===== src/rtl/palette_fade_lut.sv =====
// Writable colour palette with a 2-stage lookup pipeline and a frame-synchronous brightness fade engine.
// Optional transparency on index TRANSP_IDX when PALETTE_TRANSP_EN is defined.
module palette_fade_lut #(
  parameter int unsigned IDX_W       = 4,
  parameter int unsigned CH_W        = 4,
  parameter int unsigned STEP_FRAMES = 4,
  parameter int unsigned TRANSP_IDX  = 0
) (
  input  logic              Clk,
  input  logic              Reset,
  input  logic              frame_start,
  input  logic [IDX_W-1:0]  index,
  input  logic              index_valid,
  input  logic              wr_en,
  input  logic [IDX_W-1:0]  wr_addr,
  input  logic [3*CH_W-1:0] wr_data,
  input  logic              fade_start,
  input  logic              fade_dir,
  output logic [CH_W-1:0]   red,
  output logic [CH_W-1:0]   green,
  output logic [CH_W-1:0]   blue,
  output logic              pix_valid,
  output logic              pix_opaque,
  output logic              fade_busy,
  output logic              fade_done,
  output logic [CH_W:0]     level
);

  localparam int unsigned DEPTH = 2 ** IDX_W;
  localparam int unsigned CNT_W = (STEP_FRAMES > 1) ? $clog2(STEP_FRAMES) : 1;
  localparam logic [CNT_W-1:0] CNT_LAST = CNT_W'(STEP_FRAMES - 1);
  localparam logic [CH_W:0] FULL = {1'b1, {CH_W{1'b0}}};

  // Parameter sanity, evaluated at elaboration only.
  if (STEP_FRAMES < 1) begin : g_bad_step
    $error("STEP_FRAMES must be at least 1");
  end
  if (TRANSP_IDX >= DEPTH) begin : g_bad_transp
    $error("TRANSP_IDX must address a palette entry");
  end

  typedef enum logic [1:0] {
    IDLE = 2'd0,
    STEP = 2'd1,
    DONE = 2'd2
  } state_t;

  function automatic logic [3*CH_W-1:0] grey(input int unsigned i);
    logic [CH_W-1:0] c;
    c = CH_W'(i);
    return {c, c, c};
  endfunction

  function automatic logic [CH_W-1:0] scale(input logic [CH_W-1:0] chan,
                                            input logic [CH_W:0]   lvl);
    logic [2*CH_W:0] prod;
    prod = {{(CH_W + 1){1'b0}}, chan} * {{CH_W{1'b0}}, lvl};
    return CH_W'(prod >> CH_W);
  endfunction

  // ---------------------------------------------------------------------------
  // Palette storage (flops, so reset can restore the greyscale ramp)
  // ---------------------------------------------------------------------------
  logic [3*CH_W-1:0] pal [DEPTH];

  always_ff @(posedge Clk) begin
    if (Reset) begin
      for (int unsigned i = 0; i < DEPTH; i++) begin
        pal[i] <= grey(i);
      end
    end else if (wr_en) begin
      pal[wr_addr] <= wr_data;
    end
  end

  // ---------------------------------------------------------------------------
  // Stage 1: palette read (sees pre-write contents, giving read-before-write)
  // ---------------------------------------------------------------------------
  logic [3*CH_W-1:0] s1_col;
  logic              s1_valid;

  always_ff @(posedge Clk) begin
    if (Reset) begin
      s1_col   <= '0;
      s1_valid <= 1'b0;
    end else begin
      s1_col   <= pal[index];
      s1_valid <= index_valid;
    end
  end

  // ---------------------------------------------------------------------------
  // Stage 2: brightness scaling against the live fade level
  // ---------------------------------------------------------------------------
  logic [CH_W-1:0] r_scaled;
  logic [CH_W-1:0] g_scaled;
  logic [CH_W-1:0] b_scaled;

  always_comb begin
    r_scaled = scale(s1_col[3*CH_W-1:2*CH_W], level);
    g_scaled = scale(s1_col[2*CH_W-1:CH_W], level);
    b_scaled = scale(s1_col[CH_W-1:0], level);
  end

`ifdef PALETTE_TRANSP_EN
  logic s1_transp;
  logic opaque_q;

  always_ff @(posedge Clk) begin
    if (Reset) begin
      s1_transp <= 1'b0;
    end else begin
      s1_transp <= (index == IDX_W'(TRANSP_IDX));
    end
  end

  always_ff @(posedge Clk) begin
    if (Reset) begin
      red       <= '0;
      green     <= '0;
      blue      <= '0;
      pix_valid <= 1'b0;
      opaque_q  <= 1'b1;
    end else begin
      pix_valid <= s1_valid;
      if (s1_valid) begin
        if (s1_transp) begin
          red      <= '0;
          green    <= '0;
          blue     <= '0;
          opaque_q <= 1'b0;
        end else begin
          red      <= r_scaled;
          green    <= g_scaled;
          blue     <= b_scaled;
          opaque_q <= 1'b1;
        end
      end
    end
  end

  assign pix_opaque = opaque_q;
`else
  always_ff @(posedge Clk) begin
    if (Reset) begin
      red       <= '0;
      green     <= '0;
      blue      <= '0;
      pix_valid <= 1'b0;
    end else begin
      pix_valid <= s1_valid;
      if (s1_valid) begin
        red   <= r_scaled;
        green <= g_scaled;
        blue  <= b_scaled;
      end
    end
  end

  assign pix_opaque = 1'b1;
`endif

  // ---------------------------------------------------------------------------
  // Fade engine
  // ---------------------------------------------------------------------------
  state_t           state;
  state_t           state_n;
  logic [CH_W:0]    level_n;
  logic [CNT_W-1:0] fcnt;
  logic [CNT_W-1:0] fcnt_n;
  logic             dir_q;
  logic             dir_n;

  always_ff @(posedge Clk) begin
    if (Reset) begin
      state <= IDLE;
      level <= FULL;
      fcnt  <= '0;
      dir_q <= 1'b0;
    end else begin
      state <= state_n;
      level <= level_n;
      fcnt  <= fcnt_n;
      dir_q <= dir_n;
    end
  end

  always_comb begin
    state_n   = state;
    level_n   = level;
    fcnt_n    = fcnt;
    dir_n     = dir_q;
    fade_busy = (state != IDLE);
    fade_done = (state == DONE);
    unique case (state)
      IDLE: begin
        // Frame pulses are not counted here, even one coincident with fade_start.
        if (fade_start) begin
          dir_n  = fade_dir;
          fcnt_n = '0;
          if (fade_dir ? (level == FULL) : (level == '0)) begin
            state_n = DONE;
          end else begin
            state_n = STEP;
          end
        end
      end
      STEP: begin
        if (frame_start) begin
          if (fcnt == CNT_LAST) begin
            fcnt_n = '0;
            if (dir_q) begin
              if (level != FULL) level_n = level + 1'b1;
            end else begin
              if (level != '0) level_n = level - 1'b1;
            end
            if (dir_q ? (level_n == FULL) : (level_n == '0)) begin
              state_n = DONE;
            end
          end else begin
            fcnt_n = fcnt + 1'b1;
          end
        end
      end
      DONE: begin
        state_n = IDLE;
      end
      default: begin
        state_n = IDLE;
      end
    endcase
  end

endmodule

===== config.mk =====
export PLATFORM = sky130hd
export DESIGN_NAME = palette_fade_lut
export DESIGN_NICKNAME = d
export VERILOG_FILES = /design/src/rtl/palette_fade_lut.sv
export SDC_FILE = /design/constraint.sdc
export NUM_CORES = 1
export LEC_CHECK = 0
export CORE_MARGIN = 1.5
export CORE_UTILIZATION = 45
export DETAILED_ROUTE_END_ITERATION = 7
export DONT_BUFFER_PORTS = 1
export SLEW_MARGIN = 40
export SYNTH_ARGS = -nofsm -noshare
export SYNTH_HDL_FRONTEND = slang
export SYNTH_SLANG_ARGS = --single-unit

===== constraint.sdc =====
create_clock -name Clk -period 6 [get_ports Clk]
set_input_delay 0.9 -clock Clk [delete_from_list [all_inputs] [get_ports Clk]]
set_output_delay 0.9 -clock Clk [all_outputs]
set_load 0.05 [all_outputs]

Word-level counts from Yosys, hierarchy flattened
Memories as Yosys holds them, arrays and structs flattened. A register that Yosys moved wholly into a read port is not among the register bits. Index checks and enable logic that the tools add are counted.

Bits of input ports: 27. Memory bits (writable): 192. Memories kept: 1. Register bits: 24. Output and inout bits: 21. Logic and storage cells: 63.

Mux-type cells: 26. Reduce and logical (&&, ||, !) cells: 11. Equality and inequality tests: 10. Multiply operators: 3. Add/subtract/negate cells: 3.

Memories: pal (depth 16, width 12, rd ports 1, clocked after Yosys merged registers in 1, wr ports 16, line 64) `logic [3*CH_W-1:0] pal [DEPTH];`.

Operator list (count): $mux 5 (6); $mul 4x5->8 (3); $mux 2 (8); $mux 12 (1); $reduce_or 12->1 (1); $eq 5x5->1 const B (2); $logic_not 5->1 (2); $mux 1 (8); $ne 2x2->1 const B (4); $pmux 2 s2 (2); $reduce_and 3->1 (2); $add 5x1->5 const B (1); $ne 5x5->1 const B (1); $reduce_bool 5->1 (1); $sub 5x1->5 const B (1); $eq 2x2->1 const B (2); $mux 4 (1); $reduce_and 4->1 (1); $reduce_bool 2->1 (2); $add 2x1->2 const B (1); $eq 2x1->1 const B (1); $logic_not 2->1 (1); $reduce_and 2->1 (1).

Depth between registers and ports, before layout
Depth after elaboration: 12. Gate-level depth with buffers: 13. Depth with buffers taken out: 12.

Least setup slack after synthesis
No wires, ideal clock.

Kind: register -> register. From: register level[2]. To: register blue[2]. Clock period less this slack: 3541 ps. Setup slack: 2459 ps. Arrival: 3435 ps. Stages on the path, launching flop included: 13. Path buffers: 2. Data required time: 5894 ps. Library setup time: 106 ps. Cell sequence: dfxtp_1 buf_2 clkbuf_1 nand2_1 fa_1 fa_1 inv_1 ha_1 and4_1 a21oi_1 o21ba_2 o21bai_1 o311ai_0.

Cells in the longest elaborated chain, start to end: 1.

RTL lines: start: declaration (line 26) `output logic [CH_W:0] level`; start signal: assignment (line 182) `level <= level_n;`; $mul 4x5->8 (line 57) `prod = {{(CH_W + 1){1'b0}}, chan} * {{CH_W{1'b0}}, lvl};`; end signal: assignment (line 155) `blue <= b_scaled;`; end: declaration (line 21) `output logic [CH_W-1:0] blue,`.

Every way passes these cells. A chain may end at the register's enable or synchronous reset.

Final worst setup path
From: register level[0]. To: register red[2].

Cells in the longest elaborated chain, start to end: 1.

RTL lines: $mul 4x5->8 (line 57); end signal: assignment (line 153) `red <= r_scaled;`; end: declaration (line 19) `output logic [CH_W-1:0] red,`.

Every way passes these cells.

==> qor.yml <==
synthesis:
  synth_top_area_share: 0.494
  syn_avg_cell_area_um2: 13.2
  synthArstFlopShare: 0
  synthDistinctLibCells: 57
  synthesis.instances: 880
  ys.flop_type: "edfxtp_1"
  syn_nets: 952
  syn-cell-area_um2: 11700
  synth-edff-count: 192
  synth_common_cells: "edfxtp_1 (192), and2_1 (120), or3_1 (86)"
  yosys_warnings: 0
  ys_top_cells_by_area: "edfxtp_1 (49%), mux4_2 (12%), and2_1 (6.4%)"
  yosysTopAreaCell: "edfxtp_1"
  ys_ff_latch: 228
  synth.most_common_cell: "edfxtp_1"
  yosysSeqAreaShare: 0.556
routing:
  drc: 0
  routedWlPerCell_um: 22.2
  vias_per_cell: 5.73
  dr_wl_met3_mm: 1.57
  postRouteAntennaNets: 0
  wl_met1_mm: 10.6
  drt_first_iter_violations: 625
  wl_met2_mm: 13.6
  wirelength_mm: 26.6
  drt_first_pass_iters: 5
  top_layer: "met5"
  vias: 6879
timing:
  hold_viol: 0
  tns_ns: 0
  final.min_clock_period_ns: 3.29
  relSlewSlack: 0.456
  fin_skew_ns: 0.0220
  rsz0062_at_grt: "false"
  fmax_mhz: 304
  worst_pin_slew_ns: 0.811
  final_max_slew_viol_count: 0
  fin_crit_sh: 0.549
  finalSetupViolCount: 0
  holdWs_ns: 0.435
worst_hold_path:
  hp-class: "in2reg"
  hold_depth: 1
floorplan:
  core-area_um2: 25300
  start_util: 0.460
  fp.dieW_um: 164
  rows: 58
  die_area_um2: 26900
  io_pins: 48
  die_y_um: 164
global_route:
  grt_usage: 0.206
  grt_remaining_overflow: 0
  grt_pass1_wl_mm: 41.0
  grt_start_max_net_pins: 60
  antenna_found_initial: 0
  grt_pass1_vias: 7191
critical_path:
  cp.arrival_ns: 3.72
  path_max_fanout: 16
  reg2reg_depth: 10
  cp_slowest_stage_delay_ns: 0.67
  cp_slowest_cell: "dfxtp_2"
  path_delay_family: "adder cells"
  crit_chain: "nand2_1 > fa_1 > inv_1 > fa_1 > ha_1 > and4_1 > a21oi_1 > o21ba_2 > o21bai_1 > o311ai_0"
  required_ns: 6.43
  crit_top_cell: "fa_1"
  path_depth: 10
  worstSetupPathType: "reg2reg"
  start_kind: "flip-flop"
  endpoint_kind: "flip-flop"
  path_buf_inv: 1
final_layout:
  fill_cells: 2151
  layout.nets: 924
  seqCellArea_um2: 6490
  syn2layout_area_growth_pct: 8.84
  multi_input_area_um2: 4780
  fin_cells: 1201
  drive_gt1_frac: 0.163
  fin_util: 0.501
  antenna_cells: 0
placement:
  place_hpwl_mm: 17.2
  routabilityCongestion: 0.806
  dp.cells: 1154
  io_buffers: 0
clock_tree:
  cts_tree: "done"
  cts.repair.resized: 0
  path_clk_slew_ns: 0.06
  cts_setup_buffers: 0
  clk_path_buf_depth: 3
  cts_hold_buffers: 0
  cts_num_sinks: 228
  insertion_delay_ns: 0.55
  htreeDepth: 1
  cts-root-buf: "clkbuf_16"
  cts-buffers-inserted: 26
power:
  p_leak_nw: 4.44
  cellPowerDensity_nw_per_um2: 283
  ir_worst_vdd_mv: 0.246
  power_mw: 3.60
job:
  cap_violations: 0
outcome:
  status: "completed"
==> placed cells by master, fill, tap and decap left out, types with 2 or more instances in the layout <==
cell type,synthesis,layout
edfxtp_1,192,192
and2_1,120,120
or3_1,86,86
mux4_2,60,60
nand2_1,52,51
dfxtp_1,36,34
nor2_1,33,33
inv_1,30,30
ha_1,30,30
clkbuf_16,0,26
nand2b_1,20,18
nor2b_1,18,17
or2_2,16,16
fa_1,15,15
a21oi_1,14,14
buf_4,2,11
xnor2_1,10,10
mux2i_1,8,8
o21ai_0,7,7
o21bai_1,6,6
clkinv_1,0,6
clkinv_2,0,6
nor3_1,5,5
nor3b_1,5,5
xor2_1,4,4
nand3_1,3,3
and4_1,3,3
o21ba_2,3,3
or3b_2,3,3
o311ai_0,3,3
o221ai_1,3,3
clkbuf_1,53,3
nand2b_2,0,2
o21a_1,2,2
a22oi_1,2,2
and3b_1,2,2
clkinvlp_4,0,2
dfxtp_2,0,2
==> layer usage <==
metal  vias up  track usage
li1       3141            -
met1      3476        0.250
met2       214        0.369
met3        46       0.0356
met4         2       0.0636
met5         -       0.0189
==> sequential cells by signal (all words and copies together) (netlist names) <==
name       flops
pal          192
s1_col        12
level          5
blue           4
green          4
red            4
fcnt           2
state          2
dir_q          1
pix_valid      1
s1_valid       1
==> cell type report <==
class,count,area share
well taps,330,0.0325
inverters,30,0.00887
clock buffers,30,0.0532
flip-flops and latches,228,0.511
clock inverters,17,0.0107
repair buffers,11,0.00651
multi-input cells,555,0.377
==> worst register-to-register path, cell delays in order, from the launching register on <==
cell and delay [ns]:
dfxtp_2 0.67, nand2_1 0.16, fa_1 0.55, inv_1 0.06
fa_1 0.47, ha_1 0.29, and4_1 0.19, a21oi_1 0.21
o21ba_2 0.19, o21bai_1 0.08, o311ai_0 0.31
==> power by group <==
part / internal, mW / switching (mW)
registers: 1.80 / 0.0510
logic: 0.118 / 0.117
clock network: 0.853 / 0.652
total: 2.78 / 0.820
==> path summary, 6_finish.rpt <==
check	from	end	slack, ns
worst max-delay path	level[0]$_SDFFE_PP0P_	red[2]$_SDFFE_PP0P_	2.71
worst max register to register	level[0]$_SDFFE_PP0P_	red[2]$_SDFFE_PP0P_	2.71
worst min-delay path	Reset	green[0]$_SDFFE_PP0P_	0.43
worst min register to register	fcnt[1]$_SDFFE_PP0P_	fcnt[1]$_SDFFE_PP0P_	0.52
==> cells by family (layout without fill, tap and decap cells) <==
group,count (synthesis),count (layout),share of synthesized area
AOI/OAI and AO/OA,52,52,0.0311
xor gates and xnor gates,14,14,0.0105
adders and majority gates,45,45,0.0579
buffers and inverters,97,88,0.0344
DFF,228,228,0.556
muxes,69,69,0.124
other,1,1,0.000322
and+or+nand+nor,374,374,0.186
==> per-stage QoR <==
step	setup slack, ns	area, µm²
finish	2.71	12700
global route	2.46	12700
CTS	2.70	12700
detailed placement	2.72	11900
global placement	2.45	11900
floorplan	2.46	11700
No activity file was read; power rests on OpenSTA's default activity.
